===== config.mk =====
export PLATFORM = sky130hd
export DESIGN_NAME = multicycle_sequencer
export DESIGN_NICKNAME = d
export VERILOG_FILES = /design/src/rtl/multicycle_sequencer.sv
export SDC_FILE = /design/constraint.sdc
export NUM_CORES = 1
export LEC_CHECK = 0
export BUFFER_PORTS_ARGS = -buffer_cell sky130_fd_sc_hd__buf_2
export CAP_MARGIN = 20
export CORE_MARGIN = 5
export CORE_UTILIZATION = 52
export DETAILED_ROUTE_END_ITERATION = 8
export HOLD_SLACK_MARGIN = 0.12
export PLACE_DENSITY = 0.85
export SLEW_MARGIN = 20
export SYNTH_ARGS = -nofsm -noshare
export SYNTH_HDL_FRONTEND = slang
export SYNTH_SLANG_ARGS = --single-unit
export TNS_END_PERCENT = 20

===== constraint.sdc =====
create_clock -name clk -period 4.46 [get_ports clk]
set_input_delay 0.223 -clock clk [delete_from_list [all_inputs] [get_ports clk]]
set_output_delay 0.223 -clock clk [all_outputs]
set_load 0.02 [all_outputs]

===== src/rtl/multicycle_sequencer.sv =====
// Control sequencer for a multicycle RISC-V style datapath: fetch/decode/execute FSM,
// PC register, memory wait-timeout guard and retired-instruction counter.
module multicycle_sequencer #(
  parameter int              XLEN         = 32,
  parameter logic [XLEN-1:0] RESET_VECTOR = 32'd9600,
  parameter int              MAX_WAIT     = 15,
  parameter int              CNT_W        = 32
) (
  input  logic             clk,
  input  logic             reset,
  input  logic [31:0]      Instr,
  input  logic             Zero,
  input  logic [XLEN-1:0]  ResultWire,
  input  logic             mem_ready,
  output logic             mem_req,
  output logic [XLEN-1:0]  PC,
  output logic             PCWrite,
  output logic             AddrSrc,
  output logic             MemWrite,
  output logic             IRWrite,
  output logic             RegWrite,
  output logic [1:0]       ALUSrcA,
  output logic [1:0]       ALUSrcB,
  output logic [1:0]       ResultSrc,
  output logic [1:0]       ImmSrc,
  output logic [2:0]       ALUControl,
  output logic             fault,
  output logic [CNT_W-1:0] instret,
  output logic [3:0]       fsm_state
);

  localparam int WAIT_W = $clog2(MAX_WAIT + 1);
  localparam logic [WAIT_W-1:0] WAIT_LIMIT = WAIT_W'(MAX_WAIT);

  typedef enum logic [3:0] {
    S_FETCH    = 4'd0,
    S_DECODE   = 4'd1,
    S_MEMADR   = 4'd2,
    S_MEMREAD  = 4'd3,
    S_MEMWB    = 4'd4,
    S_MEMWRITE = 4'd5,
    S_EXECR    = 4'd6,
    S_EXECI    = 4'd7,
    S_ALUWB    = 4'd8,
    S_BEQ      = 4'd9,
    S_JAL      = 4'd10,
    S_FAULT    = 4'd11
  } state_t;

  state_t            state;
  state_t            next_state;
  logic [WAIT_W-1:0] wait_cnt;
  logic              timeout;
  logic              retire;
  logic [6:0]        opcode;
  logic [2:0]        funct3;
  logic              unused_instr;

  assign opcode       = Instr[6:0];
  assign funct3       = Instr[14:12];
  assign unused_instr = ^{Instr[31], Instr[29:15], Instr[11:7]};
  assign timeout      = (wait_cnt == WAIT_LIMIT);
  assign fsm_state    = state;
  assign fault        = !reset && (state == S_FAULT);

  // Memory handshake: mem_req stays high while a memory state waits; the
  // access completes on the cycle where mem_req && mem_ready, unless the
  // wait counter has already hit its limit, in which case no enable fires.
  always_comb begin
    next_state = state;
    mem_req    = 1'b0;
    AddrSrc    = 1'b0;
    PCWrite    = 1'b0;
    MemWrite   = 1'b0;
    IRWrite    = 1'b0;
    RegWrite   = 1'b0;
    ALUSrcA    = 2'b00;
    ALUSrcB    = 2'b00;
    ResultSrc  = 2'b00;
    ImmSrc     = 2'b00;
    ALUControl = 3'b000;
    case (state)
      S_FETCH: begin
        mem_req   = 1'b1;
        ALUSrcB   = 2'b10;
        ResultSrc = 2'b10;
        if (timeout) begin
          next_state = S_FAULT;
        end else if (mem_ready) begin
          IRWrite    = 1'b1;
          PCWrite    = 1'b1;
          next_state = S_DECODE;
        end
      end
      S_DECODE: begin
        ALUSrcA = 2'b01;
        ALUSrcB = 2'b01;
        ImmSrc  = 2'b10;
        case (opcode)
          7'b0000011, 7'b0100011: next_state = S_MEMADR;
          7'b0110011:             next_state = S_EXECR;
          7'b0010011:             next_state = S_EXECI;
          7'b1100011:             next_state = S_BEQ;
          7'b1101111:             next_state = S_JAL;
          default:                next_state = S_FAULT;
        endcase
      end
      S_MEMADR: begin
        ALUSrcA    = 2'b10;
        ALUSrcB    = 2'b01;
        ImmSrc     = Instr[5] ? 2'b01 : 2'b00;
        next_state = Instr[5] ? S_MEMWRITE : S_MEMREAD;
      end
      S_MEMREAD: begin
        mem_req = 1'b1;
        AddrSrc = 1'b1;
        if (timeout)        next_state = S_FAULT;
        else if (mem_ready) next_state = S_MEMWB;
      end
      S_MEMWRITE: begin
        mem_req = 1'b1;
        AddrSrc = 1'b1;
        if (timeout) begin
          next_state = S_FAULT;
        end else if (mem_ready) begin
          MemWrite   = 1'b1;
          next_state = S_FETCH;
        end
      end
      S_MEMWB: begin
        RegWrite   = 1'b1;
        ResultSrc  = 2'b01;
        next_state = S_FETCH;
      end
      S_EXECR, S_EXECI: begin
        ALUSrcA    = 2'b10;
        ALUSrcB    = (state == S_EXECI) ? 2'b01 : 2'b00;
        next_state = S_ALUWB;
        // funct7[5] selects sub only for register-register ops; for
        // immediates bit 30 is part of the immediate.
        case (funct3)
          3'b000:  ALUControl = ((state == S_EXECR) && Instr[30]) ? 3'b001 : 3'b000;
          3'b111:  ALUControl = 3'b010;
          3'b110:  ALUControl = 3'b011;
          3'b010:  ALUControl = 3'b101;
          default: next_state = S_FAULT;
        endcase
      end
      S_ALUWB: begin
        RegWrite   = 1'b1;
        next_state = S_FETCH;
      end
      S_BEQ: begin
        ALUSrcA    = 2'b10;
        ALUControl = 3'b001;
        PCWrite    = Zero;
        next_state = S_FETCH;
      end
      S_JAL: begin
        PCWrite    = 1'b1;
        ALUSrcA    = 2'b01;
        ALUSrcB    = 2'b10;
        next_state = S_ALUWB;
      end
      S_FAULT: next_state = S_FAULT;
      default: next_state = S_FAULT;
    endcase
    if (reset) begin
      mem_req  = 1'b0;
      PCWrite  = 1'b0;
      IRWrite  = 1'b0;
      MemWrite = 1'b0;
      RegWrite = 1'b0;
    end
  end

  assign retire = (next_state == S_FETCH) &&
                  ((state == S_MEMWB) || (state == S_MEMWRITE) ||
                   (state == S_ALUWB) || (state == S_BEQ));

  always_ff @(posedge clk) begin
    if (reset) begin
      state    <= S_FETCH;
      PC       <= RESET_VECTOR;
      instret  <= '0;
      wait_cnt <= '0;
    end else begin
      state <= next_state;
      if (PCWrite) PC <= ResultWire;
      // Any state change clears the counter, so every memory state starts at zero.
      if (next_state != state)                        wait_cnt <= '0;
      else if (mem_req && !mem_ready && !timeout)     wait_cnt <= wait_cnt + 1'b1;
      if (retire) instret <= instret + 1'b1;
    end
  end

endmodule


* Word level (Yosys, flattened, before mapping)
Index checks and enable logic that the tools add are counted. Widths: inputs -> output; s select.
Storage, ports and cells: register bits 72, bits of input ports 68, output and inout port bits 86, logic and storage cells 86
Cells by class: multiplexer cells 32, eq/ne operators 22, add/subtract/negate cells 2, reductions and logical operators 26
Operators by type and width (count):
- $add 32x1->32 const B | 1
- $pmux 4 s8 | 1
- $mux 4 | 6
- $eq 4x4->1 const B | 5
- $pmux 4 s5 | 1
- $eq 4x3->1 const B | 4
- $reduce_or 2->1 | 8
- $mux 1 | 15
- $eq 7x6->1 const B | 2
- $eq 7x7->1 const B | 2
- $pmux 2 s2 | 3
- $pmux 3 s4 | 1
- $eq 4x2->1 const B | 2
- $logic_not 4->1 | 2
- $reduce_or 4->1 | 2
- $eq 7x2->1 const B | 1
- $eq 7x5->1 const B | 1
- $eq 3x3->1 const B | 2
- $pmux 2 s3 | 1
- $pmux 3 s2 | 1
- $reduce_or 3->1 | 2
- $logic_and 1x1->1 | 5
- $add 4x1->4 const B | 1
- $eq 4x1->1 const B | 1
- 8 further kinds | 12

* Longest topological paths before layout
depth in word-level cells 6, mapped depth 9

* Worst setup path before layout
OpenSTA, ideal clock, no wires.
path type flip-flop to flip-flop, start register state[1], in the netlist fsm_state[1], end register instret[9], cell stages (with the launch flop) 10, setup slack 2.237 ns, arrival time 2.152 ns, library setup time 0.070 ns, buffers on the path 3, required time 4.390 ns, period minus slack after synthesis 2.223 ns, cell sequence dfxtp_1 > buf_6 > nor4b_2 > nand2_1 > o211a_4 > nand3_4 > buf_6 > buf_2 > o31ai_1 > a21oi_1
Between the ends: word-level cells in the longest chain between the ends 5
RTL lines:
- from (decl) | RTL line 50 | state_t state;
- from (signal assigned) | RTL line 188 | state <= next_state;
- $eq 4x3->1 (tied with other cells) | RTL line 82, 178
- $reduce_or 3->1 (no source line) (tied with other cells)
- $pmux 4 s8 or $logic_or 1x1->1 (tied branches) | RTL line 82, 178
- $logic_not 4->1 or $logic_or 1x1->1 (tied branches) | RTL line 177, 179
- $logic_and 1x1->1 (*) | RTL line 177 | assign retire = (next_state == S_FETCH) &&
- to (signal assigned) | RTL line 193 | if (retire) instret <= instret + 1'b1;
- to (decl) | RTL line 28 | output logic [CNT_W-1:0] instret,
Every way passes the cells marked *; elsewhere a longest branch is shown, timed or not. A chain may end at the register's enable or synchronous reset.

* Worst setup path after layout
start register state[2], in the netlist fsm_state[2], end output port PCWrite
Between the ends: word-level cells in the longest chain between the ends 3
RTL lines:
- $eq 4x4->1 or $logic_not 4->1 (tied branches) | RTL line 82 | case (state)
- $pmux 1 s3 (*) | RTL line 82
- $mux 1 (*) | RTL line 168 | if (reset) begin
- to (decl) | RTL line 17 | output logic PCWrite,
Marked as above.

==> flow_summary.toml <==
[outcome]
status = "finished clean"

[setup_path]
cp_slowest_cell = "dfxtp_1"
rr_worst_depth = 6
crit_family = "buffers and inverters"
cp.required_ps = 4240
critical_path_depth = 5
arrival_ps = 2750
worstSetupEndpointType = "output pin"
critPathMaxFanout = 33
critical_path.max_stage_delay_ps = 980
rr_endpoint = "instret[4]$_SDFFE_PP0P_"
critical_path.startpoint_type = "register"
crit_chain = "clkinv_1, nand2_1, buf_4, nor2_1, buf_2"
critPathKind = "reg -> out"
r2r_start = "fsm_state[2]$_SDFF_PP0_"
worst-r2r-setup-slack_ps = 1610
cp_num_buf_inv = 3

[timing]
period_minus_slack_ps = 2980
hold_violations = 0
rsz0062_at_grt = "false"
fin_tns_setup_ps = 0
worst_slack_ps = 1480
relSlewSlack_pct = 33.0
finClkSkew_ps = 7.90
max_freq_ghz = 0.336
finalSetupViolations = 0
tightest_slew_ps = 1000
whs_ps = 129
maxSlewViolCount = 0
fin_crit_sh_pct = 66.7

[power_and_ir_drop]
peakVddDrop_mv = 0.315
p_per_area_nw_per_um2 = 527
p_leak_nw = 2.12

[clock_network]
clk_latency_ps = 330
tritoncts = "done"
numCtsBuffers = 9
clockBufferDepth = 2
cts_resized = 0
path_clk_slew_ps = 80
root_buffer = "clkbuf_8"
htreeDepth = 3
cts.sinks = 72

[drt]
drt_first_pass_iters = 5
final_antenna_net_count = 0
wl_met3_um = 758
routed_via_density = 5.62
wl_met2_um = 5310
routed.top_layer = "met4"
via_count = 3808
finalWirelength_um = 10400
wire_per_inst_um = 15.3
drt_iter0_drc = 145
drt-met1-wl_um = 4130
drc_errors = 0

[floorplanning]
coreArea_um2 = 7210
dieWidth_um = 95.7
die-area_um2 = 9150
row_count = 31
start_util_pct = 52.9
die_height_um = 95.7
pin_count = 154

[final_layout]
synthToLayoutAreaGrowth_pct = 25.6
fin_area_um2 = 4790
post-route-util_pct = 66.4
diodes = 0
drive_gt1_share_pct = 30.2
nets = 644

[synthesis]
synth-seq-cells = 72
syn_nets = 514
async_reset_ff_share_pct = 0
synthTopCellsByArea = "dfxtp_1 (38%), mux2i_1 (8.4%), nor2_1 (6.1%), a21oi_1 (3.7%), xnor2_1 (3.0%)"
synth_top_area_share_pct = 37.8
ys.flop_type = "dfxtp_1"
syn_avg_cell_area_um2 = 8.59
yosysMostFrequentCell = "dfxtp_1"
yosys-top-cells-count = "dfxtp_1 (72), nor2_1 (62), mux2i_1 (32)"
yosysTopAreaCell = "dfxtp_1"
syn_inst = 444
yosys_warnings = 0
netlist_area_um2 = 3810
ys_types = 63
synth_enable_flop_cells = 0
yosysSeqAreaShare_pct = 37.8

[global_route]
grt_util_all_layers_pct = 22.9
grt_pass1_vias = 3713
antenna_found_initial = 0
grt_max_degree = 42
grt_overflow_total = 0
grt_pass1_wl_um = 16900

[min_path]
whs_path_depth = 3
min_path_type = "in -> reg"
worstHoldStart = "ResultWire[11]"
hold_end = "PC[11]$_SDFFE_PP0P_"

[job]
max-cap-violations = 0

[placed_design]
port-buffer-count = 132
gp_congestion = 0.831
post-place-ws_ps = 1650
hpwlAfterDp_um = 7410
placed_cell_area_um2 = 4480
[flip-flops by register name (all words and copies together) (netlist names)]
name	flops
wait_cnt	4
PC	32
fsm_state	4
instret	32
[area by class of cell]
cell class	count	area (um2)
Inverter	12	45.0
Timing Repair Buffer	145	783
Multi-Input combinational cell	334	2190
Tap cell	99	124
Clock inverter	5	55.1
Fill cell	624	2420
Clock buffer	11	151
Sequential cell	72	1440
[tightest hold or removal path, cell delays in order]
cell     delay [ps]
buf_2            80
mux2i_1          60
nor2_1           70
[logic make-up (layout without fill, tap and decap cells)]
group	count (synthesis)	in the layout	synth area share (%)
AND/OR/NAND/NOR	200	200	29.7
AO/OA/AOI/OAI	83	83	14.6
flip-flops	72	72	37.8
buffers and inverters	38	173	4.79
multiplexers	32	32	8.40
XOR/XNOR	17	17	4.10
adder cells (fa/ha/maj)	2	2	0.656
[how the worst max path moves through the flow]
stage | startpoint | end
floorplan | fsm_state[1]$_SDFF_PP0_ | instret[9]$_SDFFE_PP0P_
global placement | fsm_state[2]$_SDFF_PP0_ | wait_cnt[3]$_SDFFE_PP0P_
detailed placement | fsm_state[2]$_SDFF_PP0_ | instret[4]$_SDFFE_PP0P_
CTS | fsm_state[2]$_SDFF_PP0_ | PCWrite
global route | fsm_state[2]$_SDFF_PP0_ | PCWrite
finish | fsm_state[2]$_SDFF_PP0_ | PCWrite
[routing by layer]
layer	GRT usage, %	up-vias
met3	6.16	10
li1	-	1863
met4	8.06	0
met1	26.8	1795
met2	40.1	140
met5	0	-
[cells in the final DEF, fill, tap and decap left out, types with 3 or more instances in the layout]
cell type and instances:
nor3b_1 5, a31oi_1 5, nor2b_1 3, nand4_1 3, dlygate4sd3_1 10, o31ai_1 11
nor4b_2 3, nand3_1 13, nand2_1 28, a211o_1 5, nand2b_1 5, nand3b_1 3
nor3_1 16, mux2i_1 32, nor4_1 4, dfxtp_1 72, clkbuf_8 11, xnor2_1 13
o21a_1 3, inv_1 10, or3_1 10, nor2_1 62, buf_4 3, xor2_1 3
o21ai_0 13, o21ai_1 3, a21oi_1 28, buf_2 132, and3_1 9, nor4_2 3
or4_1 12
[through the flow]
stage / total power, mW / instances
CTS: 2.53 / 678
floorplan: 1.72 / 444
finish: 2.52 / 678
detailed placement: 1.99 / 652
global route: 2.68 / 678
global placement: 1.95 / 652
[timing repair]
action / 4_1_cts / 5_1_grt
hold buffers: 10 / 0
setup buffers: 0 / 0
hold endpoints to repair: 10 / 0
[where the power goes]
group | internal (mW) | switching (mW) | total, mW | leakage, nW
clock | 0.287 | 0.243 | 0.530 | 0.101
sequential | 0.743 | 0.137 | 0.880 | 0.586
combinational | 0.423 | 0.690 | 1.11 | 1.43
total | 1.45 | 1.07 | 2.52 | 2.12
(Power assumes the default switching activity.)
